File: config.mk
export PLATFORM = sky130hd
export DESIGN_NAME = wb_unit_flat
export DESIGN_NICKNAME = d
export VERILOG_FILES = /design/src/rtl/wb_unit_if.sv /design/src/rtl/wb_unit.sv /design/src/flat_wrapper.sv
export SDC_FILE = /design/constraint.sdc
export NUM_CORES = 1
export LEC_CHECK = 0
export CORE_ASPECT_RATIO = 1.5
export CORE_UTILIZATION = 49
export CTS_BUF_LIST = sky130_fd_sc_hd__clkbuf_8
export DETAILED_ROUTE_END_ITERATION = 8
export GPL_ROUTABILITY_DRIVEN = 0
export HOLD_SLACK_MARGIN = 0.05
export PLACE_DENSITY = 0.91
export REMOVE_ABC_BUFFERS = 1
export SYNTH_ARGS = -nofsm -noshare
export SYNTH_HDL_FRONTEND = slang
export SYNTH_SLANG_ARGS = --single-unit
File: constraint.sdc
create_clock -name clk -period 3.4 [get_ports clk]
set_input_delay 0.51 -clock clk [delete_from_list [all_inputs] [get_ports clk]]
set_output_delay 0.51 -clock clk [all_outputs]
set_load 0.02 [all_outputs]
File: src/rtl/wb_unit_if.sv
// Writeback bundle: ALU result channel, load response channel, register-file write port
// and the pending-write mask.
interface wb_unit_if #(
    parameter int unsigned REG_AW = 5,
    parameter int unsigned XLEN   = 32
);
    logic                   alu_valid;
    logic [REG_AW-1:0]      alu_rd;
    logic [XLEN-1:0]        alu_data;
    logic                   alu_ready;

    logic                   ld_valid;
    logic [REG_AW-1:0]      ld_rd;
    logic [2:0]             ld_funct3;
    logic [1:0]             ld_addr_lo;
    logic [XLEN-1:0]        ld_rdata;
    logic                   ld_ready;

    logic                   w_enable;
    logic [REG_AW-1:0]      w_addr;
    logic [XLEN-1:0]        w_data;
    logic [(1<<REG_AW)-1:0] pend_mask;

    modport master (
        output alu_valid, alu_rd, alu_data,
        output ld_valid, ld_rd, ld_funct3, ld_addr_lo, ld_rdata,
        input  alu_ready, ld_ready,
        input  w_enable, w_addr, w_data, pend_mask
    );

    modport slave (
        input  alu_valid, alu_rd, alu_data,
        input  ld_valid, ld_rd, ld_funct3, ld_addr_lo, ld_rdata,
        output alu_ready, ld_ready,
        output w_enable, w_addr, w_data, pend_mask
    );
endinterface

File: src/rtl/wb_unit.sv
// Writeback stage: merges ALU results and extended load responses (via a small FIFO)
// into one registered register-file write port, exporting a pending-write mask.
module wb_unit #(
    parameter int unsigned FIFO_DEPTH = 2,
    parameter int unsigned REG_AW     = 5,
    parameter int unsigned XLEN       = 32
) (
    input  logic       clk,
    input  logic       rst,
    wb_unit_if.slave   bus
);
    localparam int unsigned CNT_W = $clog2(FIFO_DEPTH + 1);
    localparam int unsigned PTR_W = $clog2(FIFO_DEPTH);
    localparam int unsigned NREG  = 1 << REG_AW;

    typedef struct packed {
        logic [REG_AW-1:0] rd;
        logic [XLEN-1:0]   data;
    } wb_entry_t;

    wb_entry_t         r_mem [FIFO_DEPTH];
    logic [PTR_W-1:0]  r_rd_ptr;
    logic [PTR_W-1:0]  r_wr_ptr;
    logic [CNT_W-1:0]  r_count;
    logic              r_w_enable;
    logic [REG_AW-1:0] r_w_addr;
    logic [XLEN-1:0]   r_w_data;

    logic              w_full;
    logic              w_empty;
    logic              w_push;
    logic              w_pop;
    logic              w_alu_win;
    logic [XLEN-1:0]   w_ld_ext;
    wb_entry_t         w_head;
    logic [NREG-1:0]   w_pend;

    function automatic logic [XLEN-1:0] load_extend(
        input logic [2:0]      f3,
        input logic [1:0]      off,
        input logic [XLEN-1:0] raw
    );
        logic [7:0]  b;
        logic [15:0] h;
        case (off)
            2'd0:    b = raw[7:0];
            2'd1:    b = raw[15:8];
            2'd2:    b = raw[23:16];
            default: b = raw[31:24];
        endcase
        h = off[1] ? raw[31:16] : raw[15:0];
        case (f3)
            3'b000:  return {{(XLEN-8){b[7]}}, b};
            3'b001:  return {{(XLEN-16){h[15]}}, h};
            3'b100:  return {{(XLEN-8){1'b0}}, b};
            3'b101:  return {{(XLEN-16){1'b0}}, h};
            default: return raw;
        endcase
    endfunction

    assign w_full        = (r_count == CNT_W'(FIFO_DEPTH));
    assign w_empty       = (r_count == '0);
    assign bus.ld_ready  = rst && !w_full;
    assign bus.alu_ready = rst && !w_full;
    assign w_push        = bus.ld_valid && bus.ld_ready;
    assign w_alu_win     = bus.alu_valid && bus.alu_ready;
    // A full FIFO outranks the ALU; otherwise the head only goes when the ALU is idle.
    assign w_pop         = w_full || (!bus.alu_valid && !w_empty);
    assign w_head        = r_mem[r_rd_ptr];
    assign w_ld_ext      = load_extend(bus.ld_funct3, bus.ld_addr_lo, bus.ld_rdata);

    always_ff @(posedge clk) begin
        if (w_push) begin
            r_mem[r_wr_ptr] <= {bus.ld_rd, w_ld_ext};
        end
    end

    always_ff @(posedge clk) begin
        if (!rst) begin
            r_rd_ptr   <= '0;
            r_wr_ptr   <= '0;
            r_count    <= '0;
            r_w_enable <= 1'b0;
            r_w_addr   <= '0;
            r_w_data   <= '0;
        end else begin
            if (w_push) begin
                r_wr_ptr <= r_wr_ptr + PTR_W'(1);
            end
            if (w_pop) begin
                r_rd_ptr <= r_rd_ptr + PTR_W'(1);
            end
            case ({w_push, w_pop})
                2'b10:   r_count <= r_count + CNT_W'(1);
                2'b01:   r_count <= r_count - CNT_W'(1);
                default: ;
            endcase
            if (w_pop) begin
                r_w_enable <= (w_head.rd != '0);
                r_w_addr   <= w_head.rd;
                r_w_data   <= w_head.data;
            end else if (w_alu_win) begin
                r_w_enable <= (bus.alu_rd != '0);
                r_w_addr   <= bus.alu_rd;
                r_w_data   <= bus.alu_data;
            end else begin
                r_w_enable <= 1'b0;
            end
        end
    end

    // Walk the live FIFO entries from the head; x0 is never a hazard.
    always_comb begin
        w_pend = '0;
        for (int unsigned i = 0; i < FIFO_DEPTH; i++) begin
            if (CNT_W'(i) < r_count) begin
                w_pend[r_mem[PTR_W'(r_rd_ptr + PTR_W'(i))].rd] = 1'b1;
            end
        end
        w_pend[0] = 1'b0;
    end

    assign bus.w_enable  = r_w_enable;
    assign bus.w_addr    = r_w_addr;
    assign bus.w_data    = r_w_data;
    assign bus.pend_mask = w_pend;
endmodule

File: src/flat_wrapper.sv
// flat-port wrapper written by rule: the top's interface ports become plain ports
module wb_unit_flat 
#(
    parameter int unsigned FIFO_DEPTH = 2,
    parameter int unsigned REG_AW     = 5,
    parameter int unsigned XLEN       = 32
)
  (clk, rst, bus_alu_valid, bus_alu_rd, bus_alu_data, bus_ld_valid, bus_ld_rd, bus_ld_funct3, bus_ld_addr_lo, bus_ld_rdata, bus_alu_ready, bus_ld_ready, bus_w_enable, bus_w_addr, bus_w_data, bus_pend_mask);
  wb_unit_if #(.REG_AW(REG_AW), .XLEN(XLEN)) bus_i ();
  input  logic clk;
  input  logic rst;
  input wire logic [$bits(bus_i.alu_valid)-1:0] bus_alu_valid;
  input wire logic [$bits(bus_i.alu_rd)-1:0] bus_alu_rd;
  input wire logic [$bits(bus_i.alu_data)-1:0] bus_alu_data;
  input wire logic [$bits(bus_i.ld_valid)-1:0] bus_ld_valid;
  input wire logic [$bits(bus_i.ld_rd)-1:0] bus_ld_rd;
  input wire logic [$bits(bus_i.ld_funct3)-1:0] bus_ld_funct3;
  input wire logic [$bits(bus_i.ld_addr_lo)-1:0] bus_ld_addr_lo;
  input wire logic [$bits(bus_i.ld_rdata)-1:0] bus_ld_rdata;
  output wire logic [$bits(bus_i.alu_ready)-1:0] bus_alu_ready;
  output wire logic [$bits(bus_i.ld_ready)-1:0] bus_ld_ready;
  output wire logic [$bits(bus_i.w_enable)-1:0] bus_w_enable;
  output wire logic [$bits(bus_i.w_addr)-1:0] bus_w_addr;
  output wire logic [$bits(bus_i.w_data)-1:0] bus_w_data;
  output wire logic [$bits(bus_i.pend_mask)-1:0] bus_pend_mask;
  assign bus_i.alu_valid = bus_alu_valid;
  assign bus_i.alu_rd = bus_alu_rd;
  assign bus_i.alu_data = bus_alu_data;
  assign bus_i.ld_valid = bus_ld_valid;
  assign bus_i.ld_rd = bus_ld_rd;
  assign bus_i.ld_funct3 = bus_ld_funct3;
  assign bus_i.ld_addr_lo = bus_ld_addr_lo;
  assign bus_i.ld_rdata = bus_ld_rdata;
  assign bus_alu_ready = bus_i.alu_ready;
  assign bus_ld_ready = bus_i.ld_ready;
  assign bus_w_enable = bus_i.w_enable;
  assign bus_w_addr = bus_i.w_addr;
  assign bus_w_data = bus_i.w_data;
  assign bus_pend_mask = bus_i.pend_mask;
  wb_unit #(.FIFO_DEPTH(FIFO_DEPTH), .REG_AW(REG_AW), .XLEN(XLEN)) u_core (.clk(clk), .rst(rst), .bus(bus_i));
endmodule
==> impl_metrics.ini <==
[finish]
final_cells = 852
sequential_cell_area_um2 = 3084
nets = 779
num_antenna_cells = 0
multiInputGateArea_um2 = 2366
fill_cells = 818
synthToLayoutAreaGrowth_pct = 34.52
drive_gt1_share_pct = 9.078

[clock_network]
ctsRootBufferMaster = clkbuf_8
htree_num_levels = 4
cts_resized = 0
ctsLongestPathBuffers = 2
cts_buffers = 17
cts_tree = done
cts_hold_buf = 0
post_cts_buffers = 0
clkTransAtPathRegs_ns = 0.07
clock_sinks = 117
clk_latency_ns = 0.44

[worst_setup_path]
startpoint_type = flip-flop
end_kind = output pin
r2r_start = u_core.r_count[0]
crit_cells = 5
crit_end = bus_pend_mask[26]
cp.required_ns = 2.89
cp.arrival_ns = 2.75
slowest_stage = clkdlybuf4s50_1
path_max_fanout = 12
r2r_setup_slack_ns = 1.07
rr_endpoint = u_core.r_mem[0][31]
crit_type = reg -> out
critPathLaunch = u_core.r_rd_ptr
ff2ff_path_depth = 7
critPathBufInv = 1
cpPeakStageDelay_ns = 0.65
path_cells = mux2i_1 -> nor3b_1 -> nand2_1 -> o22ai_1 -> clkdlybuf4s50_1
crit_family = buffers and inverters

[floorplan]
rows = 47
core_um2 = 11170
die_w_um = 90.13
start_util_pct = 51.09
dieArea_um2 = 12090
die-height_um = 134.2
ios = 155

[global_route]
grt_pass1_vias = 5218
grt_max_degree = 65
antenna_found_initial = 0
grt.overflow.total = 0
grt_pass1_wl_um = 24960
grt_use_total_pct = 26.79

[sta]
setup_violations = 0
whs_ns = 0.4920
finClkSkew_ns = 0.009809
rsz0062_at_grt = no
setup_slack_ns = 0.1442
clock.fmax_mhz = 307.1
tightestPinTransition_ns = 0.7008
post-route-period-util_pct = 95.76
min_period_ns = 3.256
hold_violations = 0
relSlewSlack_pct = 53.19
slew_violations = 0

[route]
vias = 5267
ant_nets = 0
wl_met1_um = 5765
dr.max_layer_used = met4
drt-initial-drc-count = 414
vias_per_cell = 6.182
met2_length_um = 8609
drc = 0
wl_met3_um = 1143
routed_wirelength_um = 16240
avgRoutedWirePerCell_um = 19.06
drt_pass1_iterations = 5

[worst_hold_path]
worstHoldStart = u_core.bus.w_data[21]
hold_class = reg -> reg

[placement]
place_ws_ns = 0.6701
dp_hpwl_um = 11550
place_inst = 820
io_buffers = 153

[logic_synthesis]
syn_inst = 553
netlist_area_um2 = 5708
ys_warn_count = 0
ys_seq_area_share_pct = 54.01
ys_ff_latch = 117
ys_types = 42
avgSynthCellArea_um2 = 10.32

[run]
cap_violations = 0

[power]
p_per_area_nw_per_um2 = 690.6
irDropWorstVdd_mv = 0.3373
leakagePower_nw = 2.684

[outcome]
outcome = finished clean
## per-stage QoR
step                      utilization [%]  area (um2)  power (mW)  TNS, ns
final                               68.72        7679       5.303        0
after detailed placement            65.41        7308       4.132        0
after floorplan                         -        5474       3.191   -64.95
after CTS                           68.72        7679       5.302        0
after global routing                68.72        7679       5.536        0
after global placement              65.41        7308       4.038        0
## cells in the mapped netlist (all sizes together)
| master | number | area [um2] |
|---|---|---|
| nor2 | 16 | 60.06 |
| conb | 1 | 3.750 |
| nand2b | 2 | 12.51 |
| nand3b | 4 | 30.03 |
| a32oi | 1 | 8.760 |
| ha | 4 | 50.05 |
| xor2 | 2 | 17.52 |
| o22ai | 31 | 193.9 |
| o21bai | 1 | 7.510 |
| mux2i | 9 | 101.4 |
| or4 | 1 | 7.510 |
| and2 | 1 | 6.260 |
| xnor2 | 1 | 8.760 |
| a21o | 1 | 7.510 |
| inv | 9 | 33.78 |
| nand3 | 51 | 255.2 |
| nor3 | 2 | 10.01 |
| a311oi | 32 | 280.3 |
| edfxtp | 74 | 2222 |
| dfxtp | 43 | 860.8 |
| buf | 29 | 166.4 |
| nand2 | 89 | 334.1 |
| or3 | 3 | 28.78 |
| nor3b | 1 | 7.510 |
| nand4 | 1 | 6.260 |
| o211ai | 1 | 7.510 |
| o21ai | 12 | 60.06 |
| a211oi | 38 | 285.3 |
| o32ai | 4 | 35.03 |
| and3 | 1 | 6.260 |
| clkbuf | 18 | 67.56 |
| a21oi | 3 | 15.01 |
| mux2 | 14 | 161.4 |
| a22oi | 16 | 120.1 |
| nor2b | 36 | 225.2 |
| clkinv | 1 | 3.750 |
## kinds of logic after synthesis
| group | share of synthesized area (%) |
|---|---|
| xor gates and xnor gates | 0.4604 |
| buffers and inverters | 4.757 |
| other | 0.06570 |
| and+or+nand+nor | 17.34 |
| muxes | 4.603 |
| AOI/OAI and AO/OA | 17.89 |
| DFF | 54.01 |
| adders and majority gates | 0.8768 |
## worst min-delay path by stage
stage / to / slack [ns] / depth (start not counted)
floorplan: u_core.r_wr_ptr / 0.49 / 2
global placement: u_core.bus.w_data[21] / 0.48 / 2
detailed placement: u_core.bus.w_data[8] / 0.49 / 2
CTS: u_core.bus.w_data[21] / 0.50 / 2
global route: u_core.bus.w_data[18] / 0.52 / 2
finish: u_core.bus.w_data[21] / 0.49 / 2
## power breakdown
group | internal, mW | switching [mW]
combinational | 0.909 | 1.22
sequential | 1.82 | 0.173
clock | 0.655 | 0.524
## worst register-to-register path: cells and delay by family, from the launching register on
family                     cells  cell delay, ns
DFF                            1            0.38
adders and majority gates      1            0.25
and+or+nand+nor                3            0.50
buffers and inverters          3            0.82
## registers in the layout (all words and copies together), names as in the netlist, named ones only
signal / flops
u_core.bus.w_addr: 5
u_core.r_count: 2
u_core.bus.w_data: 32
u_core.r_wr_ptr: 1
u_core.r_rd_ptr: 1
u_core.r_mem: 74
u_core.bus.w_enable: 1
## placed cells by master (no fill, tap or decap), types with 3 or more instances in the layout
cell / count
nor2b_1: 35
clkbuf_8: 22
nand3b_1: 4
mux2i_1: 6
inv_1: 15
nand2_1: 89
clkdlybuf4s50_1: 153
mux2i_2: 3
buf_4: 14
clkinv_2: 3
mux2_2: 13
edfxtp_1: 74
a311oi_1: 32
a22oi_1: 16
o22ai_1: 31
dfxtp_1: 42
nor2_1: 15
a211oi_1: 38
o21ai_0: 12
o32ai_1: 4
ha_1: 4
a21oi_1: 3
nand3_1: 51
## metal layers
metal	up-vias	GRT usage, %
li1	2368	-
met1	2488	27.34
met2	343	48.69
met3	68	6.463
met4	0	17.11
met5	-	0
## layout make-up
cell class / count / area share (%)
timing repair buffer: 167 / 21.31
sequential: 117 / 40.17
clock buffer: 22 / 3.943
clock inverter: 10 / 0.8799
tap: 147 / 2.395
multi-input combinational: 379 / 30.81
inverter: 10 / 0.4888
No activity file was read; power rests on OpenSTA's default activity.
